===== src/rtl/range_finder_pkg.sv =====
`default_nettype none
// ============================================================================
// Module   : range_finder_pkg
// Brief    : Shared state encoding for the range finder datapath.
// Revision : 1.0  initial release
// ============================================================================
package range_finder_pkg;

    localparam logic [1:0] ST_IDLE_ENC    = 2'd0;
    localparam logic [1:0] ST_COLLECT_ENC = 2'd1;
    localparam logic [1:0] ST_ERROR_ENC   = 2'd2;

    typedef enum logic [1:0] {
        ST_IDLE    = ST_IDLE_ENC,
        ST_COLLECT = ST_COLLECT_ENC,
        ST_ERROR   = ST_ERROR_ENC
    } state_t;

endpackage : range_finder_pkg
`default_nettype wire


===== src/rtl/range_finder_if.sv =====
`default_nettype none
// ============================================================================
// Module   : range_finder_if
// Brief    : Sample stream, control strobes and result bus of the range finder.
// Revision : 1.0  initial release
// ============================================================================
interface range_finder_if #(
    parameter int WIDTH = 8,
    parameter int CNT_W = 8
);
    logic [WIDTH-1:0] data_in;
    logic             in_valid;
    logic             go;
    logic             finish;
    logic [WIDTH-1:0] range;
    logic [WIDTH-1:0] min_val;
    logic [WIDTH-1:0] max_val;
    logic [CNT_W-1:0] count;
    logic             done;
    logic             error;

    modport master (
        output data_in, in_valid, go, finish,
        input  range, min_val, max_val, count, done, error
    );

    modport slave (
        input  data_in, in_valid, go, finish,
        output range, min_val, max_val, count, done, error
    );
endinterface : range_finder_if
`default_nettype wire


===== src/rtl/range_finder_minmax.sv =====
`default_nettype none
// ============================================================================
// Module   : range_finder_minmax
// Brief    : Running min/max/count accumulator; next_* include this cycle's
//            sample so the caller can latch a completed run on the same edge.
//            Signed compares when RANGE_FINDER_SIGNED_EN is defined.
// Revision : 1.0  initial release
// ============================================================================
module range_finder_minmax #(
    parameter int WIDTH = 8,
    parameter int CNT_W = 8
) (
    input  wire logic             clk,
    input  wire logic             rst_n,
    input  wire logic             load,
    input  wire logic             update,
    input  wire logic             sample_valid,
    input  wire logic [WIDTH-1:0] data,
    output logic      [WIDTH-1:0] next_min,
    output logic      [WIDTH-1:0] next_max,
    output logic      [CNT_W-1:0] next_cnt
);

    localparam logic [CNT_W-1:0] CNT_MAX = {CNT_W{1'b1}};

    logic [WIDTH-1:0] r_min;
    logic [WIDTH-1:0] r_max;
    logic [CNT_W-1:0] r_cnt;
    logic             w_below_min;
    logic             w_above_max;

`ifdef RANGE_FINDER_SIGNED_EN
    assign w_below_min = $signed(data) < $signed(r_min);
    assign w_above_max = $signed(data) > $signed(r_max);
`else
    assign w_below_min = data < r_min;
    assign w_above_max = data > r_max;
`endif

    always_comb begin
        next_min = r_min;
        next_max = r_max;
        next_cnt = r_cnt;
        if (load) begin
            next_min = data;
            next_max = data;
            next_cnt = CNT_W'(sample_valid);
        end else if (update && sample_valid) begin
            // An empty run has no meaningful extremes yet, so seed from this sample
            if (r_cnt == '0) begin
                next_min = data;
                next_max = data;
            end else begin
                if (w_below_min) next_min = data;
                if (w_above_max) next_max = data;
            end
            if (r_cnt != CNT_MAX) next_cnt = r_cnt + CNT_W'(1);
        end
    end

    always_ff @(posedge clk) begin
        if (!rst_n) begin
            r_min <= '0;
            r_max <= '0;
            r_cnt <= '0;
        end else begin
            r_min <= next_min;
            r_max <= next_max;
            r_cnt <= next_cnt;
        end
    end

endmodule : range_finder_minmax
`default_nettype wire


===== src/rtl/range_finder_p.sv =====
`default_nettype none
// ============================================================================
// Module   : range_finder_p
// Brief    : Go/finish framed min/max/range/count tracker with error recovery.
//            Optional signed mode via RANGE_FINDER_SIGNED_EN.
// Revision : 1.0  initial release
// ============================================================================
module range_finder_p
    import range_finder_pkg::*;
#(
    parameter int WIDTH = 8,
    parameter int CNT_W = 8
) (
    input  wire logic       clk,
    input  wire logic       rst_n,
    range_finder_if.slave   bus
);

    state_t           r_state;
    logic [WIDTH-1:0] r_range;
    logic [WIDTH-1:0] r_min_val;
    logic [WIDTH-1:0] r_max_val;
    logic [CNT_W-1:0] r_count;
    logic             r_done;
    logic             r_error;

    logic             w_load;
    logic             w_update;
    logic [WIDTH-1:0] w_next_min;
    logic [WIDTH-1:0] w_next_max;
    logic [CNT_W-1:0] w_next_cnt;

    assign w_load   = (r_state != ST_COLLECT) && bus.go && !bus.finish;
    assign w_update = (r_state == ST_COLLECT) && !bus.go;

    range_finder_minmax #(
        .WIDTH (WIDTH),
        .CNT_W (CNT_W)
    ) u_minmax (
        .clk          (clk),
        .rst_n        (rst_n),
        .load         (w_load),
        .update       (w_update),
        .sample_valid (bus.in_valid),
        .data         (bus.data_in),
        .next_min     (w_next_min),
        .next_max     (w_next_max),
        .next_cnt     (w_next_cnt)
    );

    always_ff @(posedge clk) begin
        if (!rst_n) begin
            r_state   <= ST_IDLE;
            r_range   <= '0;
            r_min_val <= '0;
            r_max_val <= '0;
            r_count   <= '0;
            r_done    <= 1'b0;
            r_error   <= 1'b0;
        end else begin
            r_done <= 1'b0;
            case (r_state)
                ST_IDLE: begin
                    if (bus.finish) begin
                        r_state <= ST_ERROR;
                        r_error <= 1'b1;
                    end else if (bus.go) begin
                        r_state <= ST_COLLECT;
                    end
                end
                ST_COLLECT: begin
                    if (bus.go) begin
                        r_state <= ST_ERROR;
                        r_error <= 1'b1;
                    end else if (bus.finish) begin
                        // Latch from next_* so the finish-cycle sample is included
                        r_state <= ST_IDLE;
                        r_done  <= 1'b1;
                        r_count <= w_next_cnt;
                        if (w_next_cnt == '0) begin
                            r_range   <= '0;
                            r_min_val <= '0;
                            r_max_val <= '0;
                        end else begin
                            r_range   <= w_next_max - w_next_min;
                            r_min_val <= w_next_min;
                            r_max_val <= w_next_max;
                        end
                    end
                end
                ST_ERROR: begin
                    if (bus.go && !bus.finish) begin
                        r_state <= ST_COLLECT;
                        r_error <= 1'b0;
                    end
                end
                default: begin
                    r_state <= ST_IDLE;
                    r_error <= 1'b0;
                end
            endcase
        end
    end

    assign bus.range   = r_range;
    assign bus.min_val = r_min_val;
    assign bus.max_val = r_max_val;
    assign bus.count   = r_count;
    assign bus.done    = r_done;
    assign bus.error   = r_error;

endmodule : range_finder_p
`default_nettype wire


===== src/flat_wrapper.sv =====
// flat-port wrapper written by rule: the top's interface ports become plain ports
module range_finder_p_flat import range_finder_pkg::*;
#(
    parameter int WIDTH = 8,
    parameter int CNT_W = 8
)
  (clk, rst_n, bus_data_in, bus_in_valid, bus_go, bus_finish, bus_range, bus_min_val, bus_max_val, bus_count, bus_done, bus_error);
  range_finder_if #(.WIDTH(WIDTH), .CNT_W(CNT_W)) bus_i ();
  input  wire logic clk;
  input  wire logic rst_n;
  input wire logic [$bits(bus_i.data_in)-1:0] bus_data_in;
  input wire logic [$bits(bus_i.in_valid)-1:0] bus_in_valid;
  input wire logic [$bits(bus_i.go)-1:0] bus_go;
  input wire logic [$bits(bus_i.finish)-1:0] bus_finish;
  output wire logic [$bits(bus_i.range)-1:0] bus_range;
  output wire logic [$bits(bus_i.min_val)-1:0] bus_min_val;
  output wire logic [$bits(bus_i.max_val)-1:0] bus_max_val;
  output wire logic [$bits(bus_i.count)-1:0] bus_count;
  output wire logic [$bits(bus_i.done)-1:0] bus_done;
  output wire logic [$bits(bus_i.error)-1:0] bus_error;
  assign bus_i.data_in = bus_data_in;
  assign bus_i.in_valid = bus_in_valid;
  assign bus_i.go = bus_go;
  assign bus_i.finish = bus_finish;
  assign bus_range = bus_i.range;
  assign bus_min_val = bus_i.min_val;
  assign bus_max_val = bus_i.max_val;
  assign bus_count = bus_i.count;
  assign bus_done = bus_i.done;
  assign bus_error = bus_i.error;
  range_finder_p #(.WIDTH(WIDTH), .CNT_W(CNT_W)) u_core (.clk(clk), .rst_n(rst_n), .bus(bus_i));
endmodule

===== config.mk =====
export PLATFORM = sky130hd
export DESIGN_NAME = range_finder_p_flat
export DESIGN_NICKNAME = d
export VERILOG_FILES = /design/src/rtl/range_finder_pkg.sv /design/src/rtl/range_finder_if.sv /design/src/rtl/range_finder_minmax.sv /design/src/rtl/range_finder_p.sv /design/src/flat_wrapper.sv
export SDC_FILE = /design/constraint.sdc
export NUM_CORES = 1
export LEC_CHECK = 0
export BUFFER_PORTS_ARGS = -buffer_cell sky130_fd_sc_hd__buf_2
export CAP_MARGIN = 20
export CORE_AREA = 2 2 85 87
export DETAILED_ROUTE_END_ITERATION = 8
export DIE_AREA = 0 0 87 89
export GPL_ROUTABILITY_DRIVEN = 0
export PLACE_DENSITY = 0.7
export SYNTH_ARGS = -nofsm -noshare
export SYNTH_HDL_FRONTEND = slang
export SYNTH_SLANG_ARGS = --single-unit

===== constraint.sdc =====
create_clock -name clk -period 4.7 [get_ports clk]
set_clock_uncertainty 0.05 [all_clocks]
set_input_delay 0.235 -clock clk [delete_from_list [all_inputs] [get_ports clk]]
set_output_delay 0.235 -clock clk [all_outputs]
set_load 0.05 [all_outputs]

==> impl_metrics.tcl <==
set metrics [dict create \
    seq_area_frac_synth_pct 35.93 \
    portBuffers 46 \
    cts_buffers 9 \
    ant_nets 0 \
    slew_headroom_pct 35.57 \
    min_period_over_period_pct 83.74 \
    holdWs_ps 78.91 \
    powerDensity_nw_per_um2 310.6 \
    vias 2747 \
    die_area_um2 7743 \
    synth.yosys.warnings 0 \
    required_ps 4920 \
    utilization_pct 56.41 \
    slowest_stage "a211oi_4" \
    clk_path_buf_depth 2 \
    gr-total-overflow 0 \
    outcome "complete, no violations" \
    syn_to_final_growth_pct 13.36 \
    cp_max_fo 8 \
    path_delay_family "compound AO/OA/AOI/OAI gates" \
    die_y_um 89 \
    worstMarginPinSlew_ps 964.1 \
    fill_cells 644 \
    cp-end-kind "flop" \
    start_util_pct 49.76 \
    route.detailed.drc 0 \
    io_pins 47 \
    placed_cells 484 \
    rsz0062_at_grt "false" \
    synth_edf_count 0 \
    slew_viol_final 0 \
    die_x_um 87 \
    grt_max_degree 60 \
    crit_chain "inv_1, ha_1, o211ai_1, o21ai_1, a2111oi_2, a211oi_4, mux2i_1, inv_1, ha_1, fa_1, nor2b_1, o21ai_0, a21boi_0, o21a_1, nor3_1, nand4b_1, a21boi_1" \
    timing.fmax_mhz 254.1 \
    cts.clk_slew.worst_paths_ps 70 \
    htree_levels 3 \
    avgSynthCellArea_um2 8.963 \
    crit_type "reg -> reg" \
    drive_gt1_share_pct 18.14 \
    dp_hpwl_um 5337 \
    synth-seq-cells 60 \
    synth_cells 373 \
    cts_resized 0 \
    critPathLaunchType "flop" \
    final_hold_viol_count 0 \
    vias_per_cell 5.505 \
    nNetsFinal 454 \
    clkSinkCount 60 \
    rows 30 \
    wire_per_inst_um 14.63 \
    grt_pass1_wl_um 12500 \
    tns_ps 0 \
    p_leak_nw 1.610 \
    crit_buf_inv 2 \
    maxCapViolations 0 \
    ys_async_sr_fraction_pct 0 \
    synth.net_count 412 \
    first_global_vias 2627 \
    setup_violations 0 \
    dr.pass1.iters 4 \
    n_antenna_cell 0 \
    postCtsSetupBuffers 0 \
    hp-class "in -> reg" \
    min_period_ps 3936 \
    hold_buffers 0 \
    max_stage_delay_ps 560 \
    drtIter0Drc 108 \
    coreArea_um2 6719 \
    synth_cell_types 56 \
    clock_latency_ps 340 \
    cp.arrival_ps 4160 \
    synthFlopType "dfxtp_1" \
    grt_usage_pct 20.67 \
    ir_drop_v 0.0001586 \
    netlist_area_um2 3343 \
    cts-root-buf "clkbuf_8" \
    antenna_found_initial 0 \
    instances_no_fill 499 \
    routed_wl_um 7299 \
    tritoncts "built" \
]
placed cells by master, fill, tap and decap left out, drive strengths merged, types with 13 or more instances in the layout:
| cell | count |
|---|---|
| a21boi | 19 |
| and2 | 25 |
| buf | 47 |
| clkbuf | 13 |
| dfxtp | 60 |
| ha | 25 |
| inv | 25 |
| nand2 | 44 |
| nor2b | 18 |
stage by stage:
step / power (mW) / area (um^2) / worst slack (ps)
floorplan: 0.6895 / 3343 / 1281
global placement: 0.7286 / 3606 / 827.8
detailed placement: 0.7320 / 3606 / 786.5
CTS: 1.183 / 3790 / 789.8
global route: 1.230 / 3790 / 331.2
finish: 1.177 / 3790 / 764.4
power breakdown:
| group | total, mW | internal, mW | leakage [nW] | switching [mW] |
|---|---|---|---|---|
| sequential | 0.527 | 0.520 | 0.486 | 0.00745 |
| combinational | 0.196 | 0.0835 | 1.03 | 0.113 |
| clock | 0.454 | 0.256 | 0.0935 | 0.197 |
| total | 1.18 | 0.860 | 1.61 | 0.317 |
state kept, by name, indices dropped and copies added (netlist names):
signal                 cells
u_core.bus.done            1
u_core.r_state             2
u_core.bus.min_val         8
u_core.bus.max_val         8
u_core.bus.count           8
u_core.u_minmax.r_max      8
u_core.bus.range           8
u_core.bus.error           1
u_core.u_minmax.r_cnt      8
u_core.u_minmax.r_min      8
cells by family after synthesis:
logic type      count (synthesis)  share of synthesized area, %
simple gates                  146                         23.62
compound gates                 78                         18.34
flops                          60                         35.93
buf+inv                        41                         5.052
fa+ha+maj                      26                         9.955
xor+xnor                        4                         1.460
mux                            18                         5.651
path summary, 6_finish.rpt:
kind                            start                  end  slack, ps  cells after the start
min reg2reg       u_core.bus.range[4]  u_core.bus.range[4]        400                      2
max reg2reg  u_core.u_minmax.r_min[3]  u_core.bus.range[6]        760                     17
min                        bus_finish    u_core.r_state[0]         80                      2
max          u_core.u_minmax.r_min[3]  u_core.bus.range[6]        760                     17
per-layer routing:
metal,track usage [%],wire length (um),up-vias
met4,10.51,162,0
met5,0,0,-
li1,-,-,1392
met3,3.416,273,11
met1,29.78,3811,1291
met2,29.70,3051,53
synth_stat cells (4+ instances only):
| master | number | area share (%) |
|---|---|---|
| dfxtp_1 | 60 | 36 |
| nand2_1 | 43 | 4.8 |
| and2_1 | 25 | 4.7 |
| ha_1 | 25 | 9.4 |
| inv_1 | 25 | 2.8 |
| nor2b_1 | 18 | 3.4 |
| clkbuf_1 | 13 | 1.5 |
| nand3_1 | 12 | 1.8 |
| mux2i_1 | 11 | 3.3 |
| a21boi_1 | 10 | 2.2 |
| nor2_1 | 10 | 1.1 |
| o31ai_1 | 10 | 2.2 |
| a21boi_0 | 9 | 2.0 |
| a21oi_1 | 9 | 1.3 |
| o21ai_0 | 9 | 1.3 |
| mux2_2 | 7 | 2.4 |
| nor3_1 | 6 | 0.90 |
| o211ai_1 | 5 | 1.1 |
| nand2b_1 | 4 | 0.75 |
| nand4_1 | 4 | 0.75 |
| o21a_1 | 4 | 0.90 |
worst register-to-register path, delay by kind of cell, from the launching register on:
kind / cells / cell delay [ps]
AO/OA/AOI/OAI: 8 / 1660
adder cells (fa/ha/maj): 3 / 920
buffers and inverters: 2 / 160
flip-flops: 1 / 330
multiplexers: 1 / 410
AND/OR/NAND/NOR: 3 / 340
final cells by class:
type                            instances  area [um^2]  share of cell area, %
Sequential cell                        60         1201                  31.69
Clock buffer                           13        148.9                  3.929
Multi-Input combinational cell        272         1973                  52.06
Tap cell                               80        100.1                  2.641
Inverter                               25        93.84                  2.476
Timing Repair Buffer                   47        237.7                  6.273
Clock inverter                          2        35.03                 0.9244
(Power assumes the default switching activity.)
